[config.mk]
export PLATFORM = sky130hd
export DESIGN_NAME = flops_lane_arbiter
export DESIGN_NICKNAME = d
export VERILOG_FILES = /design/src/rtl/flops_lane_arbiter.sv
export SDC_FILE = /design/constraint.sdc
export NUM_CORES = 1
export LEC_CHECK = 0
export ABC_CLOCK_PERIOD_IN_PS = 5960
export CAP_MARGIN = 20
export CORE_MARGIN = 8
export CORE_UTILIZATION = 42
export DETAILED_ROUTE_END_ITERATION = 16
export PLACE_DENSITY = 0.58
export SLEW_MARGIN = 20
export SYNTH_ARGS = -nofsm -noshare
export SYNTH_HDL_FRONTEND = slang
export SYNTH_SLANG_ARGS = --single-unit
[constraint.sdc]
create_clock -name clk_2f -period 5.96 [get_ports clk_2f]
set_input_delay 1.192 -clock clk_2f [delete_from_list [all_inputs] [get_ports clk_2f]]
set_output_delay 1.192 -clock clk_2f [all_outputs]
set_load 0.02 [all_outputs]
[src/rtl/flops_lane_arbiter.sv]
// flops_lane_arbiter: two-lane round-robin FIFO arbiter with a registered, recirculating output word
module flops_lane_arbiter #(
  parameter int DATA_W     = 32,
  parameter int FIFO_DEPTH = 4,
  parameter int MAX_BURST  = 2
) (
  input  logic                          clk_2f,
  input  logic                          reset_L,
  input  logic                          valid_0,
  input  logic [DATA_W-1:0]             data_0,
  output logic                          ready_0,
  input  logic                          valid_1,
  input  logic [DATA_W-1:0]             data_1,
  output logic                          ready_1,
  input  logic                          ready_down,
  output logic                          valid_out_arb,
  output logic [DATA_W-1:0]             data_out_arb,
  output logic                          lane_out_arb,
  output logic [$clog2(FIFO_DEPTH):0]   fifo_cnt_0,
  output logic [$clog2(FIFO_DEPTH):0]   fifo_cnt_1
);
  localparam int AW = $clog2(FIFO_DEPTH);
  localparam int CW = AW + 1;
  localparam int BW = $clog2(MAX_BURST + 1);
  typedef enum logic [1:0] {IDLE, GNT0, GNT1} state_t;
  state_t              r_state;
  logic                r_last_lane;
  logic [BW-1:0]       r_burst;
  logic                r_valid;
  logic [DATA_W-1:0]   r_data;
  logic                r_lane;
  logic [DATA_W-1:0]   r_mem [2][FIFO_DEPTH];
  logic [AW-1:0]       r_wp [2];
  logic [AW-1:0]       r_rp [2];
  logic [CW-1:0]       r_cnt [2];
  logic [DATA_W-1:0]   w_din [2];
  logic [DATA_W-1:0]   w_head [2];
  logic [1:0]          w_push, w_pop, w_ne;
  logic                w_load, w_gl, w_other_ne, w_empty_next;
  assign ready_0       = r_cnt[0] != CW'(FIFO_DEPTH);
  assign ready_1       = r_cnt[1] != CW'(FIFO_DEPTH);
  assign w_din[0]      = data_0;
  assign w_din[1]      = data_1;
  assign w_head[0]     = r_mem[0][r_rp[0]];
  assign w_head[1]     = r_mem[1][r_rp[1]];
  assign w_push        = {valid_1 & ready_1, valid_0 & ready_0};
  assign w_ne          = {r_cnt[1] != '0, r_cnt[0] != '0};
  assign w_load        = (!r_valid || ready_down) && r_state != IDLE;
  assign w_gl          = r_state == GNT1;
  assign w_pop         = {w_load & w_gl, w_load & (r_state == GNT0)};
  assign w_other_ne    = w_ne[!w_gl];
  // the granted FIFO drains on this pop unless a push refills it on the same edge
  assign w_empty_next  = r_cnt[w_gl] == CW'(1) && !w_push[w_gl];
  assign valid_out_arb = r_valid;
  assign data_out_arb  = r_data;
  assign lane_out_arb  = r_lane;
  assign fifo_cnt_0    = r_cnt[0];
  assign fifo_cnt_1    = r_cnt[1];
  always_ff @(posedge clk_2f)
    for (int i = 0; i < 2; i++)
      if (w_push[i]) r_mem[i][r_wp[i]] <= w_din[i];
  always_ff @(posedge clk_2f or negedge reset_L)
    if (!reset_L) begin
      for (int i = 0; i < 2; i++) begin
        r_wp[i]  <= '0;
        r_rp[i]  <= '0;
        r_cnt[i] <= '0;
      end
    end else begin
      for (int i = 0; i < 2; i++) begin
        if (w_push[i]) r_wp[i] <= r_wp[i] + 1'b1;
        if (w_pop[i]) r_rp[i] <= r_rp[i] + 1'b1;
        r_cnt[i] <= r_cnt[i] + CW'(w_push[i]) - CW'(w_pop[i]);
      end
    end
  always_ff @(posedge clk_2f or negedge reset_L)
    if (!reset_L) begin
      r_state     <= IDLE;
      r_last_lane <= 1'b1;
      r_burst     <= '0;
      r_valid     <= 1'b0;
      r_data      <= '0;
      r_lane      <= 1'b0;
    end else begin
      if (w_load) begin
        r_valid <= 1'b1;
        r_data  <= w_head[w_gl];
        r_lane  <= w_gl;
      end else if (ready_down) r_valid <= 1'b0;
      if (r_state == IDLE)
        r_state <= &w_ne ? (r_last_lane ? GNT0 : GNT1) : w_ne[0] ? GNT0 : w_ne[1] ? GNT1 : IDLE;
      else if (w_load) begin
        r_last_lane <= w_gl;
        if (w_empty_next) begin
          r_state <= w_other_ne ? (w_gl ? GNT0 : GNT1) : IDLE;
          r_burst <= '0;
        end else if (r_burst == BW'(MAX_BURST - 1) && w_other_ne) begin
          r_state <= w_gl ? GNT0 : GNT1;
          r_burst <= '0;
        end else if (r_burst != BW'(MAX_BURST - 1)) r_burst <= r_burst + 1'b1;
      end
    end
endmodule

== Word-level counts from Yosys, hierarchy flattened ==
Memory sizes are Yosys's and may differ from the RTL's.
Index checks and enable logic that the tools add are counted.

* RAM bits: 256
* Register bits: 53
* Memories: 1
* Output and inout port bits: 42

{| class="wikitable"
|+ Memory list
! memory !! words !! bits a word !! read ports !! clocked after Yosys merged registers in !! wr ports !! line !! RTL
|-
| r_mem || 2 || 128 || 2 || 0 || 2 || 32 || <nowiki>logic [DATA_W-1:0] r_mem [2][FIFO_DEPTH];</nowiki>
|}

* Muxes and demuxes: 39
* Bitwise operators: 10
* Eq/ne operators: 7
* Add/subtract/negate cells: 9
* Reduce and logical (&&, ||, !) cells: 21
* $lt $le $gt $ge: 9

{| class="wikitable"
|+ Operator list
! cell !! number
|-
| $mux W32 || 9
|-
| $mux W128 || 2
|-
| $bmux W32 S2 || 2
|-
| $demux W32 S2 || 2
|-
| $mux W2 || 13
|-
| $ge A3 B3 Y1 const B || 4
|-
| $not A2 Y3 || 4
|-
| $reduce_bool A3 Y1 || 4
|-
| $add A2 B1 Y2 const B || 5
|-
| $mux W3 || 3
|-
| $mux W1 || 8
|-
| $add A3 B1 Y3 || 2
|-
| $lt A3 B1 Y1 const B || 2
|-
| $ne A3 B3 Y1 const B || 2
|-
| $reduce_and A2 Y1 || 3
|-
| $reduce_bool A2 Y1 || 3
|-
| $sub A3 B1 Y3 || 2
|-
| $logic_and A1 B1 Y1 || 5
|-
| $and A1 B1 Y1 || 4
|-
| $eq A2 B1 Y1 const B || 2
|-
| $lt A1 B2 Y1 const B || 2
|-
| $eq A3 B1 Y1 const B || 1
|-
| $logic_not A1 Y1 || 3
|-
| $reduce_and A3 Y1 || 1
|-
| other kinds (7) || 7
|}

== Depth between registers and ports, before layout ==
* Depth in word-level cells: 10
* Depth in mapped cells: 11
* Depth with buffers taken out: 11

== Worst setup path before layout ==
Ideal clock, no wire load.

* Path type: input -> register
* From: input ready_down
* To: register r_cnt (netlist bit fifo_cnt_1[2])
* Required time: 5828 ps
* Stages: 11
* Buffers on the path: 2
* Setup slack: 2898 ps
* Arrival: 2930 ps
* Cells stage by stage: nor2b_1 buf_2 nor2_1 buf_2 ha_1 inv_1 ha_1 inv_1 fa_1 xnor2_1 xnor2_1

* Longest elaborated chain between the ends: 4

{| class="wikitable"
|+ Ends and longest elaborated chain
! item !! line !! RTL
|-
| start, declared || 15 || <nowiki>input logic ready_down,</nowiki>
|-
| $logic_or A1 B1 Y1 || 48 || <nowiki>assign w_load = (!r_valid || ready_down) && r_state != IDLE;</nowiki>
|-
| $logic_and A1 B1 Y1 || 48 ||
|-
| $and A1 B1 Y1 || 50 || <nowiki>assign w_pop = {w_load & w_gl, w_load & (r_state == GNT0)};</nowiki>
|-
| named net w_pop[1] || 38 || <nowiki>logic [1:0] w_push, w_pop, w_ne;</nowiki>
|-
| $sub A3 B1 Y3 || 73 || <nowiki>r_cnt[i] <= r_cnt[i] + CW'(w_push[i]) - CW'(w_pop[i]);</nowiki>
|-
| end signal, assigned by index || 73 ||
|-
| end, declared || 35 || <nowiki>logic [CW-1:0] r_cnt [2];</nowiki>
|}

The timed path passes the listed nets, and every way through them passes these cells.
A chain may end at the register's enable or synchronous reset.

== Worst setup path in the final report ==
* From: register r_cnt (netlist bit fifo_cnt_0[1])
* To: output ready_0

* Longest elaborated chain between the ends: 1

{| class="wikitable"
|+ Ends and longest elaborated chain
! item !! line !! RTL
|-
| $ne A3 B3 Y1 || 40 || <nowiki>assign ready_0 = r_cnt[0] != CW'(FIFO_DEPTH);</nowiki>
|-
| end, declared || 11 || <nowiki>output logic ready_0,</nowiki>
|}

No other way between the ends.

==> impl_metrics.ini <==
[pwr]
power_density_nw_per_um2 = 508
irDropWorstVdd_mv = 0.211
p_leak_nw = 4.94

[placement]
gp_congestion = 0.802
dpl.hpwl_um = 15300
io_buffers = 110
dp.cells = 1028

[die]
num_rows = 61
io_pins = 111
die_h_um = 184
die_area_sq_um = 33800
start_util_pct = 42.6
die_width_um = 184
coreArea_sq_um = 27800

[global_routing]
grt_pass1_vias = 6188
grt_max_degree = 54
grt_first_pass_wirelength_um = 37800
globalRoute.totalOverflow = 0
antenna_found_initial = 1
track_usage_pct = 14.5

[cts]
clk_latency_ns = 0.54
cts_root_buffer = clkbuf_16
cts_buffers = 30
cts_tree = yes
htreeDepth = 1
path_clk_slew_ns = 0.06
cts_setup_buffers = 0
cts-resized-gates = 0
cts_max_path_buffers = 3
cts.sinks = 309
cts.hold.buffers_added = 0

[drt]
firstDrtPassIters = 4
drc = 0
final_antenna_net_count = 0
drt-total-wl_um = 24500
initialDrtViolationCount = 434
viasPerCell = 5.24
via_count = 5689
avgRoutedWirePerCell_um = 22.5

[timing]
finalSetupViolations = 0
hold_viol = 0
fin_crit_ns = 3.20
relSlewSlack_pct = 37.5
worst_slew_pin_slew_ns = 0.937
rsz0062_at_grt = false
finalMaxSlewViolations = 0
period_share_pct = 53.7
fmax_ghz = 0.312
tns_ns = 0
fin_skew_ns = 0.0208

[final_layout]
fin_cells = 1086
drive_gt1_share_pct = 18.0
final_util_pct = 51.6
fin_nets = 764
synthToLayoutAreaGrowth_pct = 21.1

[yosys]
syn_avg_cell_area_sq_um = 21.3
synth_edf_count = 256
synth_nets = 637
synthesis.area_sq_um = 11800
synthCells = 555
yosysWarnings = 0
synthDistinctLibCells = 42
ys_ff_latch = 309
ys.flop_type = edfxtp_1
ys_seq_area_share_pct = 76.2
async_reset_ff_share_pct = 17.2

[outcome]
status = completed

[setup_path]
crit_arrival_ns = 2.01
cp_max_fo = 6
start_kind = flop
worstReg2RegEnd = fifo_cnt_1[2]$_DFF_PN0_
reg2reg_slack_ns = 3.51
crit_required_ns = 4.77
r2r_start = r_state[0]$_DFFE_PN0P_
critPathKind = reg -> out
endpoint_kind = output port
worstRegToRegCells = 10

[worst_hold_path]
hold_path_end = r_rp[2]$_DFFE_PN0P_
hp-class = reg -> reg
min_from = r_rp[2]$_DFFE_PN0P_
worstHoldPathCells = 1

[flow_run]
maxCapViolCount = 0
==> cell usage in the layout (no fill, tap or decap), types with 5 or more instances in the layout <==
cell / n
dfrtp_1: 50
clkbuf_16: 31
ha_1: 11
clkdlybuf4s50_1: 109
mux4_2: 60
clkinv_2: 6
inv_1: 12
edfxtp_1: 256
a221o_1: 32
xnor2_1: 7
clkbuf_1: 5
buf_4: 12
and2_1: 34
clkinv_1: 7
nand2_1: 5
==> state kept, by name, indices dropped and copies added, names as in the netlist <==
signal	cells
r_mem	256
data_out_arb	32
r_rp	4
r_wp	4
fifo_cnt_0	3
fifo_cnt_1	3
r_burst	2
r_state	2
lane_out_arb	1
r_last_lane	1
valid_out_arb	1
==> layout make-up <==
cell class,count,area [sq um]
tap,378,473
sequential,309,9020
clock buffer,40,850
timing repair buffer,122,1190
clock inverter,16,146
fill,2230,13500
multi-input combinational,207,2600
antenna,2,5.00
inverter,12,45.0
==> worst max-delay path by stage <==
stage	end	slack [ns]	cells past startpoint	from
2_1_floorplan	fifo_cnt_1[2]$_DFF_PN0_	2.90	11	ready_down
3_3_place_gp	fifo_cnt_1[2]$_DFF_PN0_	2.34	11	ready_down
3_5_place_dp	fifo_cnt_1[2]$_DFF_PN0_	2.29	11	ready_down
4_1_cts	ready_0	2.73	2	fifo_cnt_0[1]$_DFF_PN0_
5_1_grt	fifo_cnt_1[2]$_DFF_PN0_	2.62	11	ready_down
6_report	ready_0	2.76	2	fifo_cnt_0[1]$_DFF_PN0_
==> per-layer routing <==
layer	GRT usage [%]	wire length, um	up-vias
met1	19.6	10800	2968
li1	-	-	2533
met5	0	0	-
met3	2.81	1310	34
met2	23.9	11900	154
met4	4.16	526	0
==> synthesized netlist by cell type (all sizes together), types with 4 or more instances <==
library cell | count | share of area, %
a221o | 32 | 2.7
and2 | 34 | 1.8
and3 | 8 | 0.42
buf | 16 | 1.2
clkbuf | 11 | 0.35
dfrtp | 52 | 11
edfxtp | 256 | 65
ha | 11 | 1.2
inv | 12 | 0.38
mux4 | 64 | 12
nand2 | 5 | 0.16
nand2b | 4 | 0.21
nor2 | 6 | 0.19
o21ai | 5 | 0.21
xnor2 | 7 | 0.52
==> stage by stage <==
stage / setup slack (ns) / hold WS [ns] / power [mW] / area [sq um]
floorplan: 2.90 / 0.466 / 4.64 / 11800
global placement: 2.34 / 0.472 / 5.42 / 13300
detailed placement: 2.29 / 0.474 / 5.48 / 13300
CTS: 2.73 / 0.483 / 7.37 / 14300
global route: 2.62 / 0.517 / 7.65 / 14300
finish: 2.76 / 0.482 / 7.27 / 14300
==> worst max-delay path: stages (launching register included) <==
cell             delay [ns]
dfrtp_1                0.43
or3b_1                 0.46
clkdlybuf4s50_1        0.58
==> power breakdown <==
part	switching (mW)	leakage [nW]	internal, mW	total, mW
Combinational	1.18	1.47	1.05	2.23
Clock	0.759	0.494	1.12	1.88
Sequential	0.236	2.98	2.92	3.16
==> logic make-up after synthesis <==
| kind of cell | after synthesis | synth area share [%] |
|---|---|---|
| XOR/XNOR | 10 | 0.740 |
| multiplexers | 67 | 12.6 |
| AO/OA/AOI/OAI | 50 | 3.75 |
| flip-flops | 309 | 76.2 |
| adder cells (fa/ha/maj) | 13 | 1.50 |
| AND/OR/NAND/NOR | 67 | 3.35 |
| buffers and inverters | 39 | 1.89 |
Note: power is estimated with default switching activity, not from simulation.
